--- src/rtl/seq_mult32_if.sv ---
// Handshake and result bundle between the control unit (master) and seq_mult32 (slave).
interface seq_mult32_if #(
  parameter int unsigned WIDTH = 32
);
  logic             start;
  logic             signed_op;
  logic [WIDTH-1:0] a;
  logic [WIDTH-1:0] b;
  logic             busy;
  logic             done;
  logic [WIDTH-1:0] hi;
  logic [WIDTH-1:0] lo;

  modport master (
    output start, signed_op, a, b,
    input  busy, done, hi, lo
  );

  modport slave (
    input  start, signed_op, a, b,
    output busy, done, hi, lo
  );
endinterface

--- src/rtl/seq_mult32.sv ---
// Multi-cycle shift-add multiplier producing a 2*WIDTH product as hi/lo words.
// Optional MULT_EARLY_EXIT_EN: leave CALC as soon as the remaining multiplier bits are all zero.
module seq_mult32 #(
  parameter int unsigned WIDTH = 32
) (
  input logic          clk,
  input logic          rst_n,
  seq_mult32_if.slave  io_bus
);
  localparam int unsigned CntW = $clog2(WIDTH) + 1;

  typedef enum logic [1:0] {StIdle, StCalc, StFix} state_e;

  state_e             r_state;
  logic [2*WIDTH-1:0] r_mcand;
  logic [2*WIDTH-1:0] r_acc;
  logic [WIDTH-1:0]   r_mplier;
  logic [WIDTH-1:0]   r_hi;
  logic [WIDTH-1:0]   r_lo;
  logic [CntW-1:0]    r_count;
  logic               r_neg;
  logic               r_busy;
  logic               r_done;

  logic [WIDTH-1:0]   w_a_mag;
  logic [WIDTH-1:0]   w_b_mag;
  logic [WIDTH-1:0]   w_mplier_shr;
  logic [2*WIDTH-1:0] w_acc_sum;
  logic [2*WIDTH-1:0] w_prod;
  logic               w_calc_last;

  // Magnitude of the most negative value wraps to itself, which is correct read as unsigned.
  assign w_a_mag = (io_bus.signed_op && io_bus.a[WIDTH-1]) ? -io_bus.a : io_bus.a;
  assign w_b_mag = (io_bus.signed_op && io_bus.b[WIDTH-1]) ? -io_bus.b : io_bus.b;

  assign w_mplier_shr = r_mplier >> 1;
  assign w_acc_sum    = r_mplier[0] ? (r_acc + r_mcand) : r_acc;
  assign w_prod       = r_neg ? -r_acc : r_acc;

`ifdef MULT_EARLY_EXIT_EN
  assign w_calc_last = (r_count == CntW'(WIDTH - 1)) || (w_mplier_shr == '0);
`else
  assign w_calc_last = (r_count == CntW'(WIDTH - 1));
`endif

  always_ff @(posedge clk or negedge rst_n) begin
    if (!rst_n) begin
      r_state  <= StIdle;
      r_mcand  <= '0;
      r_acc    <= '0;
      r_mplier <= '0;
      r_hi     <= '0;
      r_lo     <= '0;
      r_count  <= '0;
      r_neg    <= 1'b0;
      r_busy   <= 1'b0;
      r_done   <= 1'b0;
    end else begin
      case (r_state)
        StIdle: begin
          r_done <= 1'b0;
          if (io_bus.start) begin
            r_mcand  <= {{WIDTH{1'b0}}, w_a_mag};
            r_mplier <= w_b_mag;
            r_neg    <= io_bus.signed_op & (io_bus.a[WIDTH-1] ^ io_bus.b[WIDTH-1]);
            r_acc    <= '0;
            r_count  <= '0;
            r_busy   <= 1'b1;
            r_state  <= StCalc;
          end
        end
        StCalc: begin
          r_acc    <= w_acc_sum;
          r_mcand  <= r_mcand << 1;
          r_mplier <= w_mplier_shr;
          r_count  <= r_count + CntW'(1);
          if (w_calc_last) begin
            r_state <= StFix;
          end
        end
        StFix: begin
          {r_hi, r_lo} <= w_prod;
          r_done       <= 1'b1;
          r_busy       <= 1'b0;
          r_state      <= StIdle;
        end
        default: r_state <= StIdle;
      endcase
    end
  end

  assign io_bus.busy = r_busy;
  assign io_bus.done = r_done;
  assign io_bus.hi   = r_hi;
  assign io_bus.lo   = r_lo;
endmodule
--- src/flat_wrapper.sv ---
// flat-port wrapper written by rule: the top's interface ports become plain ports
module seq_mult32_flat 
#(
  parameter int unsigned WIDTH = 32
)
  (clk, rst_n, io_bus_start, io_bus_signed_op, io_bus_a, io_bus_b, io_bus_busy, io_bus_done, io_bus_hi, io_bus_lo);
  seq_mult32_if #(.WIDTH(WIDTH)) io_bus_i ();
  input logic clk;
  input logic rst_n;
  input wire logic [$bits(io_bus_i.start)-1:0] io_bus_start;
  input wire logic [$bits(io_bus_i.signed_op)-1:0] io_bus_signed_op;
  input wire logic [$bits(io_bus_i.a)-1:0] io_bus_a;
  input wire logic [$bits(io_bus_i.b)-1:0] io_bus_b;
  output wire logic [$bits(io_bus_i.busy)-1:0] io_bus_busy;
  output wire logic [$bits(io_bus_i.done)-1:0] io_bus_done;
  output wire logic [$bits(io_bus_i.hi)-1:0] io_bus_hi;
  output wire logic [$bits(io_bus_i.lo)-1:0] io_bus_lo;
  assign io_bus_i.start = io_bus_start;
  assign io_bus_i.signed_op = io_bus_signed_op;
  assign io_bus_i.a = io_bus_a;
  assign io_bus_i.b = io_bus_b;
  assign io_bus_busy = io_bus_i.busy;
  assign io_bus_done = io_bus_i.done;
  assign io_bus_hi = io_bus_i.hi;
  assign io_bus_lo = io_bus_i.lo;
  seq_mult32 #(.WIDTH(WIDTH)) u_core (.clk(clk), .rst_n(rst_n), .io_bus(io_bus_i));
endmodule
--- config.mk ---
export PLATFORM = sky130hd
export DESIGN_NAME = seq_mult32_flat
export DESIGN_NICKNAME = d
export VERILOG_FILES = /design/src/rtl/seq_mult32_if.sv /design/src/rtl/seq_mult32.sv /design/src/flat_wrapper.sv
export SDC_FILE = /design/constraint.sdc
export NUM_CORES = 1
export LEC_CHECK = 0
export ABC_AREA = 1
export BUFFER_PORTS_ARGS = -buffer_cell sky130_fd_sc_hd__buf_2
export CAP_MARGIN = 25
export CORE_MARGIN = 2
export CORE_UTILIZATION = 43
export CTS_CLUSTER_SIZE = 10
export DETAILED_ROUTE_END_ITERATION = 10
export SYNTH_ARGS = -nofsm -noshare
export SYNTH_HDL_FRONTEND = slang
export SYNTH_SLANG_ARGS = --single-unit
--- constraint.sdc ---
create_clock -name clk -period 2.72 [get_ports clk]
set_input_delay 0.272 -clock clk [delete_from_list [all_inputs] [get_ports clk]]
set_output_delay 0.272 -clock clk [all_outputs]
set_load 0.05 [all_outputs]
==> flow_metrics.env, run 1 <==
export IMPL_postCtsSetupBuffers=0
export IMPL_io_pins=134
export IMPL_drc=0
export IMPL_wire_per_inst_um=17.8
export IMPL_wirelength_mm=66.0
export IMPL_maxCapViolCount=0
export IMPL_drt_vias_per_instance=5.19
export IMPL_dr_pass1_iters=8
export IMPL_cpPeakStageDelay_ns=0.48
export IMPL_cts_buffers=31
export IMPL_initial_core_util=0.434
export IMPL_synth_most_common_cell="nand2_1"
export IMPL_intPower_mw=12.3
export IMPL_crit_path_top_delay_cell="dfrtp_1"
export IMPL_rows=76
export IMPL_dp_cells=3658
export IMPL_place_area_mm2=0.0202
export IMPL_cts_buffer_depth=3
export IMPL_hold_violations=0
export IMPL_seqPwrFrac=0.244
export IMPL_pwr_share_clk=0.155
export IMPL_min_path_type="input port to register"
export IMPL_status="completed"
export IMPL_fin_util=0.494
export IMPL_die_x_um=212
export IMPL_num_vias=19273
export IMPL_hold_ws_ns=0.0350
export IMPL_tns_ns=0
export IMPL_clk_pin_slew_ns=0.07
export IMPL_arrival_ns=2.96
export IMPL_fmax_mhz=401
export IMPL_worstSetupStartpointType="register"
export IMPL_grt_pass1_wl_mm=103
export IMPL_stdcell_area_mm2=0.0212
export IMPL_nets=3245
export IMPL_synthTopCellsByCount="1010 x nand2_1, 484 x inv_1, 264 x nor2_1, 235 x dfrtp_1, 180 x nand3_1"
export IMPL_leakage_nw=11.6
export IMPL_p_per_area_mw_per_mm2=1250
export IMPL_clkSinkCount=235
export IMPL_antenna_left=0
export IMPL_yosysWarnings=0
export IMPL_p_comb_frac=0.601
export IMPL_htree_levels=1
export IMPL_grt_pass1_vias=18432
export IMPL_timing_final_crit_share=0.916
export IMPL_finalSetupViolCount=0
export IMPL_critical_path_max_fanout=5
export IMPL_die_area_mm2=0.0450
export IMPL_async_flop_share=1.00
export IMPL_synth_area_per_cell_um2=6.30
export IMPL_grt_setup_unrepaired="false"
export IMPL_irDropWorstVdd_v=0.000784
export IMPL_cts_root_buf="clkbuf_16"
export IMPL_dpl_worst_slack_ns=0.264
export IMPL_grt_usage=0.298
export IMPL_synthFlopType="dfrtp_1"
export IMPL_synth_top_area_frac=0.316
export IMPL_synth_area_leaders="dfrtp_1 32%, nand2_1 20%, inv_1 9.8%"
export IMPL_die_h_um=212
export IMPL_slew_viol_final=0
export IMPL_grt_max_degree=69
export IMPL_postSynthCellCount=2957
export IMPL_yosys_area_top_type="dfrtp_1"
export IMPL_syn_to_final_growth_pct=13.7
export IMPL_ys_seq_elements=235
export IMPL_fin_cells=3711
export IMPL_first_iter_violations=1606
export IMPL_drive_gt1_frac=0.101
export IMPL_finalPower_mw=26.4
export IMPL_grt_ovfl_total=0
export IMPL_netlist_area_mm2=0.0186
export IMPL_period_minus_slack_ns=2.49
export IMPL_switching_share=0.534
export IMPL_switching_power_mw=14.1
export IMPL_syn_nets=3093
export IMPL_crit_type="register to register"
export IMPL_place_congestion=0.971
export IMPL_critPathMostFrequentCell="nand2_1"
export IMPL_yosysSeqAreaShare=0.316
export IMPL_relSlewSlack=0.398
export IMPL_tightest_slew_ns=0.898
export IMPL_core_region_area_mm2=0.0429
export IMPL_required_ns=3.19
export IMPL_grt_antenna_before_repair=2
export IMPL_tritoncts="yes"
export IMPL_crit_chain="ha_1 -> nand2_1 -> nor2_1 -> nand3_1 -> nand3_1 -> nand3_1 -> nand2_1 -> nand2_1 -> nand2_1 -> nand2_1 -> nand3_1 -> nand2_1"
export IMPL_hpwl_mm=53.2
export IMPL_clock_latency_ns=0.59
export IMPL_port_buffer_count=133
export IMPL_worst_setup_path_end_kind="register"
export IMPL_synth_edf_count=0
export IMPL_fin_worst_skew_ns=0.0305
export IMPL_synth_cell_type_count=53
export IMPL_fin_ws_ns=0.229
==> layout by cell type (no fill, tap or decap), types with 3 or more instances in the layout <==
master            n
dlygate4sd3_1     3
a21oi_1          89
inv_2            20
clkinv_2          4
ha_1             67
nor2_2           14
nand3b_1          8
o31ai_1           7
a21boi_0          3
bufinv_16         4
o21ai_1          50
dfrtp_1         234
nand4_1          37
clkbuf_1          6
a31oi_1          12
nor3_2            5
nand2_1        1010
a22oi_1          56
nand3_2           9
inv_1           484
buf_4            45
clkbuf_8          3
clkbuf_16        31
nor2_4           11
buf_12            4
nand3_1         180
o22ai_1          41
xor2_1           60
buf_2           132
nor2_1          262
nor4_1            5
nand2_2          14
nand2_4           3
xnor2_1           5
or2_1             3
o21bai_1          6
o21ai_2           6
nor3_1           36
o21ai_0         131
==> cell type report <==
class	instances	area, µm²
fill	4549	21700
multi-input combinational	2149	10500
sequential	235	5880
inverter	507	1910
timing repair buffer	185	1120
clock buffer	40	840
tap	585	732
clock inverter	9	148
antenna	1	2.50
==> worst max-delay path: cells and delay by family (launching register included) <==
kind / cells / cell delay (ns)
flops: 1 / 0.48
simple gates: 11 / 1.51
fa+ha+maj: 1 / 0.40
==> flip-flops by register name, summed over array words and instances (netlist names) <==
name and cells:
u_core.r_acc 64, u_core.r_mcand 64, u_core.io_bus.hi 32, u_core.io_bus.lo 32
u_core.r_count 6, u_core.io_bus.busy 1, u_core.r_mplier 32, u_core.io_bus.done 1
u_core.r_state 2, u_core.r_neg 1
==> cell families (layout without fill, tap and decap cells) <==
family / after synthesis / count (layout) / share of synthesized area
AOI/OAI and AO/OA: 413 / 413 / 0.128
xor gates and xnor gates: 65 / 65 / 0.0306
adders and majority gates: 68 / 68 / 0.0461
buffers and inverters: 573 / 741 / 0.119
DFF: 235 / 235 / 0.316
other: 0 / 1 / 0
and+or+nand+nor: 1603 / 1603 / 0.360
==> per-layer routing <==
layer  part of all wire  global-route usage  up-vias
li1                   -                   -     9664
met1               0.46               0.417     8863
met2               0.43               0.473      647
met4              0.032              0.0860        0
met3              0.074              0.0479       99
met5                  0                   0        -
==> path summary, 6_finish.rpt <==
kind | startpoint | endpoint | slack (ns) | cells past startpoint
max in group asynchronous | rst_n | u_core.r_mplier[18] | 1.68 | 3
worst min register to register | u_core.io_bus.hi[11] | u_core.io_bus.hi[11] | 0.47 | 2
worst max-delay path | u_core.r_acc[5] | u_core.r_acc[41] | 0.23 | 12
worst min-delay path | io_bus_b[27] | u_core.r_mplier[27] | 0.04 | 3
worst max register to register | u_core.r_acc[5] | u_core.r_acc[41] | 0.23 | 12
min in group asynchronous | rst_n | u_core.r_mplier[30] | 0.27 | 2
==> power by group through the flow <==
stage | registers [mW] | logic, mW | clock network [mW]
after detailed placement | 6.45 | 15.7 | 0
after global routing | 6.60 | 17.7 | 4.33
final | 6.45 | 15.9 | 4.10
after CTS | 6.40 | 15.8 | 4.20
after floorplan | 7.51 | 9.72 | 0
after global placement | 6.40 | 15.6 | 0
==> repair_timing <==
action / in CTS / in global routing
setup endpoints to repair: 0 / 2
hold buffers: 3 / 0
resized for setup: 0 / 1
endpoints found under the hold margin: 66 / 0
Power figures use the tool's default switching activity.
==> run 2: changes to the inputs <==
--- a/config.mk
+++ b/config.mk
@@ -8,10 +8,13 @@
 export ABC_AREA = 1
 export BUFFER_PORTS_ARGS = -buffer_cell sky130_fd_sc_hd__buf_2
 export CAP_MARGIN = 25
+export CELL_PAD_IN_SITES_DETAIL_PLACEMENT = 1
+export CELL_PAD_IN_SITES_GLOBAL_PLACEMENT = 1
 export CORE_MARGIN = 2
 export CORE_UTILIZATION = 43
 export CTS_CLUSTER_SIZE = 10
 export DETAILED_ROUTE_END_ITERATION = 10
+export PLACE_DENSITY_LB_ADDON = 0.1
 export SYNTH_ARGS = -nofsm -noshare
 export SYNTH_HDL_FRONTEND = slang
 export SYNTH_SLANG_ARGS = --single-unit
==> run 2 against run 1 <==
  * Critical path depth grew 1
  * Critical path type unchanged
  * Highest routed layer unchanged
  * Setup slack worse by 0.14 ns
  * Fmax decreased by 5.2%
  * Clock power shrank 3%
  * Combinational power up 4%
  * Clock skew decreased by 0.010 ns
  * Sequential share of layout area is essentially flat
  * Largest power group unchanged
==> flow_metrics.env, run 2 (synthesized netlist as in run 1, its figures left out) <==
export IMPL_reg2reg_slack_ns=0.09
export IMPL_worst_setup_path_end_kind="register"
export IMPL_grt_usage=0.328
export IMPL_worst_hold_path_num_cells=3
export IMPL_rr_endpoint="u_core.r_acc[58]"
export IMPL_drc=0
export IMPL_clock_latency_ns=0.59
export IMPL_wire_per_inst_um=19.6
export IMPL_tns_ns=0
export IMPL_clkSinkCount=235
export IMPL_finalPower_mw=27.0
export IMPL_drive_gt1_frac=0.0989
export IMPL_dpl_worst_slack_ns=0.162
export IMPL_timing_final_crit_share=0.966
export IMPL_fmax_mhz=381
export IMPL_grt_pass1_vias=20517
export IMPL_fin_worst_skew_ns=0.0203
export IMPL_pwr_share_clk=0.147
export IMPL_status="completed"
export IMPL_fin_ws_ns=0.0935
export IMPL_die_h_um=212
export IMPL_seqPwrFrac=0.241
export IMPL_htree_levels=1
export IMPL_min_path_type="input port to register"
export IMPL_clk_pin_slew_ns=0.07
export IMPL_tritoncts="yes"
export IMPL_syn_to_final_growth_pct=13.6
export IMPL_core_region_area_mm2=0.0429
export IMPL_hpwl_mm=58.5
export IMPL_critical_path_max_fanout=4
export IMPL_p_comb_frac=0.612
export IMPL_layout_commonest_cell="nand2_1"
export IMPL_r2r_start="u_core.r_acc[0]"
export IMPL_grt_ovfl_total=0
export IMPL_switching_share=0.550
export IMPL_fin_util=0.493
export IMPL_cts_buffers=30
export IMPL_finalSetupViolCount=0
export IMPL_relSlewSlack=0.516
export IMPL_slew_viol_final=0
export IMPL_final_cell_mix="1010 x nand2_1, 484 x inv_1, 262 x nor2_1"
export IMPL_worstSetupStartpointType="register"
export IMPL_initial_core_util=0.434
export IMPL_grt_setup_unrepaired="false"
export IMPL_required_ns=3.18
export IMPL_io_pins=134
export IMPL_whs_endpoint="u_core.r_mplier[8]"
export IMPL_r2r_cells=13
export IMPL_reg_top3="u_core.r_acc: 64 flops, u_core.r_mcand: 64 flops"
export IMPL_p_per_area_mw_per_mm2=1280
export IMPL_nets=3243
export IMPL_irDropWorstVdd_v=0.000599
export IMPL_drt_vias_per_instance=5.37
export IMPL_period_minus_slack_ns=2.63
export IMPL_die_area_mm2=0.0450
export IMPL_cts_buffer_depth=3
export IMPL_intPower_mw=12.1
export IMPL_leakage_nw=11.5
export IMPL_wirelength_mm=72.9
export IMPL_tightest_slew_ns=0.726
export IMPL_crit_type="register to register"
export IMPL_first_iter_violations=1234
export IMPL_grt_antenna_before_repair=3
export IMPL_grt_pass1_wl_mm=114
export IMPL_arrival_ns=3.09
export IMPL_maxCapViolCount=0
export IMPL_dr_pass1_iters=5
export IMPL_hold_violations=0
export IMPL_place_congestion=0.974
export IMPL_grt_max_degree=76
export IMPL_antenna_left=0
export IMPL_hold_ws_ns=0.0268
export IMPL_nFillCells=5877
export IMPL_port_buffer_count=133
export IMPL_rows=76
export IMPL_die_x_um=212
export IMPL_cts_root_buf="clkbuf_16"
export IMPL_min_delay_start="io_bus_b[8]"
export IMPL_num_vias=19919
export IMPL_switching_power_mw=14.8
==> run 2: cell types whose count changed in the layout (fill, tap and decap cells not counted), sizes merged <==
cell / previous run / this run
clkbuf: 40 / 43
bufinv: 4 / 2
buf: 182 / 175
dlygate4sd3: 3 / 9
clkinvlp: 1 / 0
diode: 1 / 2
==> run 2: power groups by stage <==
stage | combinational (mW) | clock (mW) | sequential [mW]
finish | 16.5 | 3.96 | 6.51
global route | 18.2 | 4.17 | 6.65
CTS | 16.4 | 4.04 | 6.45
detailed placement | 16.3 | 0 | 6.50
global placement | 15.8 | 0 | 6.40
floorplan | 9.72 | 0 | 7.51
==> run 2: area by class of cell <==
cell class,count,area (µm²),share of cell area
diodes,2,5.00,0.000237
clock inverters,6,80.1,0.00379
inverters,507,1910,0.0902
repair buffers,184,1130,0.0535
flip-flops and latches,235,5880,0.278
multi-input cells,2149,10600,0.499
well taps,585,732,0.0346
clock buffers,43,861,0.0407
==> run 2: critical path, stage by stage, from the launching register on <==
cell and delay [ns]:
dfrtp_1 0.35, ha_1 0.24, inv_1 0.13, fa_1 0.41, inv_1 0.17, nand3_1 0.10
nand3_1 0.21, nand3_1 0.11, nand2_1 0.25, nand2_1 0.16, nand2_1 0.09, nand2_1 0.05
nand3_1 0.12, nand2_1 0.08
==> run 2: repair_timing <==
action                                  CTS  global route
setup buffers                             0             0
endpoints found under the setup margin    0             4
endpoints found under the hold margin    78             0
hold buffers                              9             0
gates resized for setup                   0             3
==> run 2: per-stage QoR <==
step                cells  cell area [µm²]
finish               3711            21200
global route         3711            21200
CTS                  3709            21100
detailed placement   3651            20100
global placement     3651            20100
floorplan            2957            18600
==> run 2: how the worst max path moves through the flow <==
stage | from | endpoint | slack [ns]
6_report | u_core.r_acc[0] | u_core.r_acc[58] | 0.09
5_1_grt | u_core.r_acc[0] | u_core.r_acc[58] | 0.02
4_1_cts | u_core.r_acc[54] | u_core.r_acc[58] | 0.14
3_5_place_dp | u_core.r_acc[3] | u_core.r_acc[40] | 0.16
3_3_place_gp | u_core.r_acc[3] | u_core.r_acc[56] | 0.23
2_1_floorplan | u_core.r_acc[0] | u_core.r_acc[60] | 0.89
==> run 2: per-layer routing <==
metal / track usage / wire [µm] / vias to the layer above
li1: - / - / 9630
met1: 0.427 / 31900 / 9617
met2: 0.550 / 33700 / 542
met3: 0.0510 / 4730 / 130
met4: 0.118 / 2570 / 0
met5: 0 / 0 / -
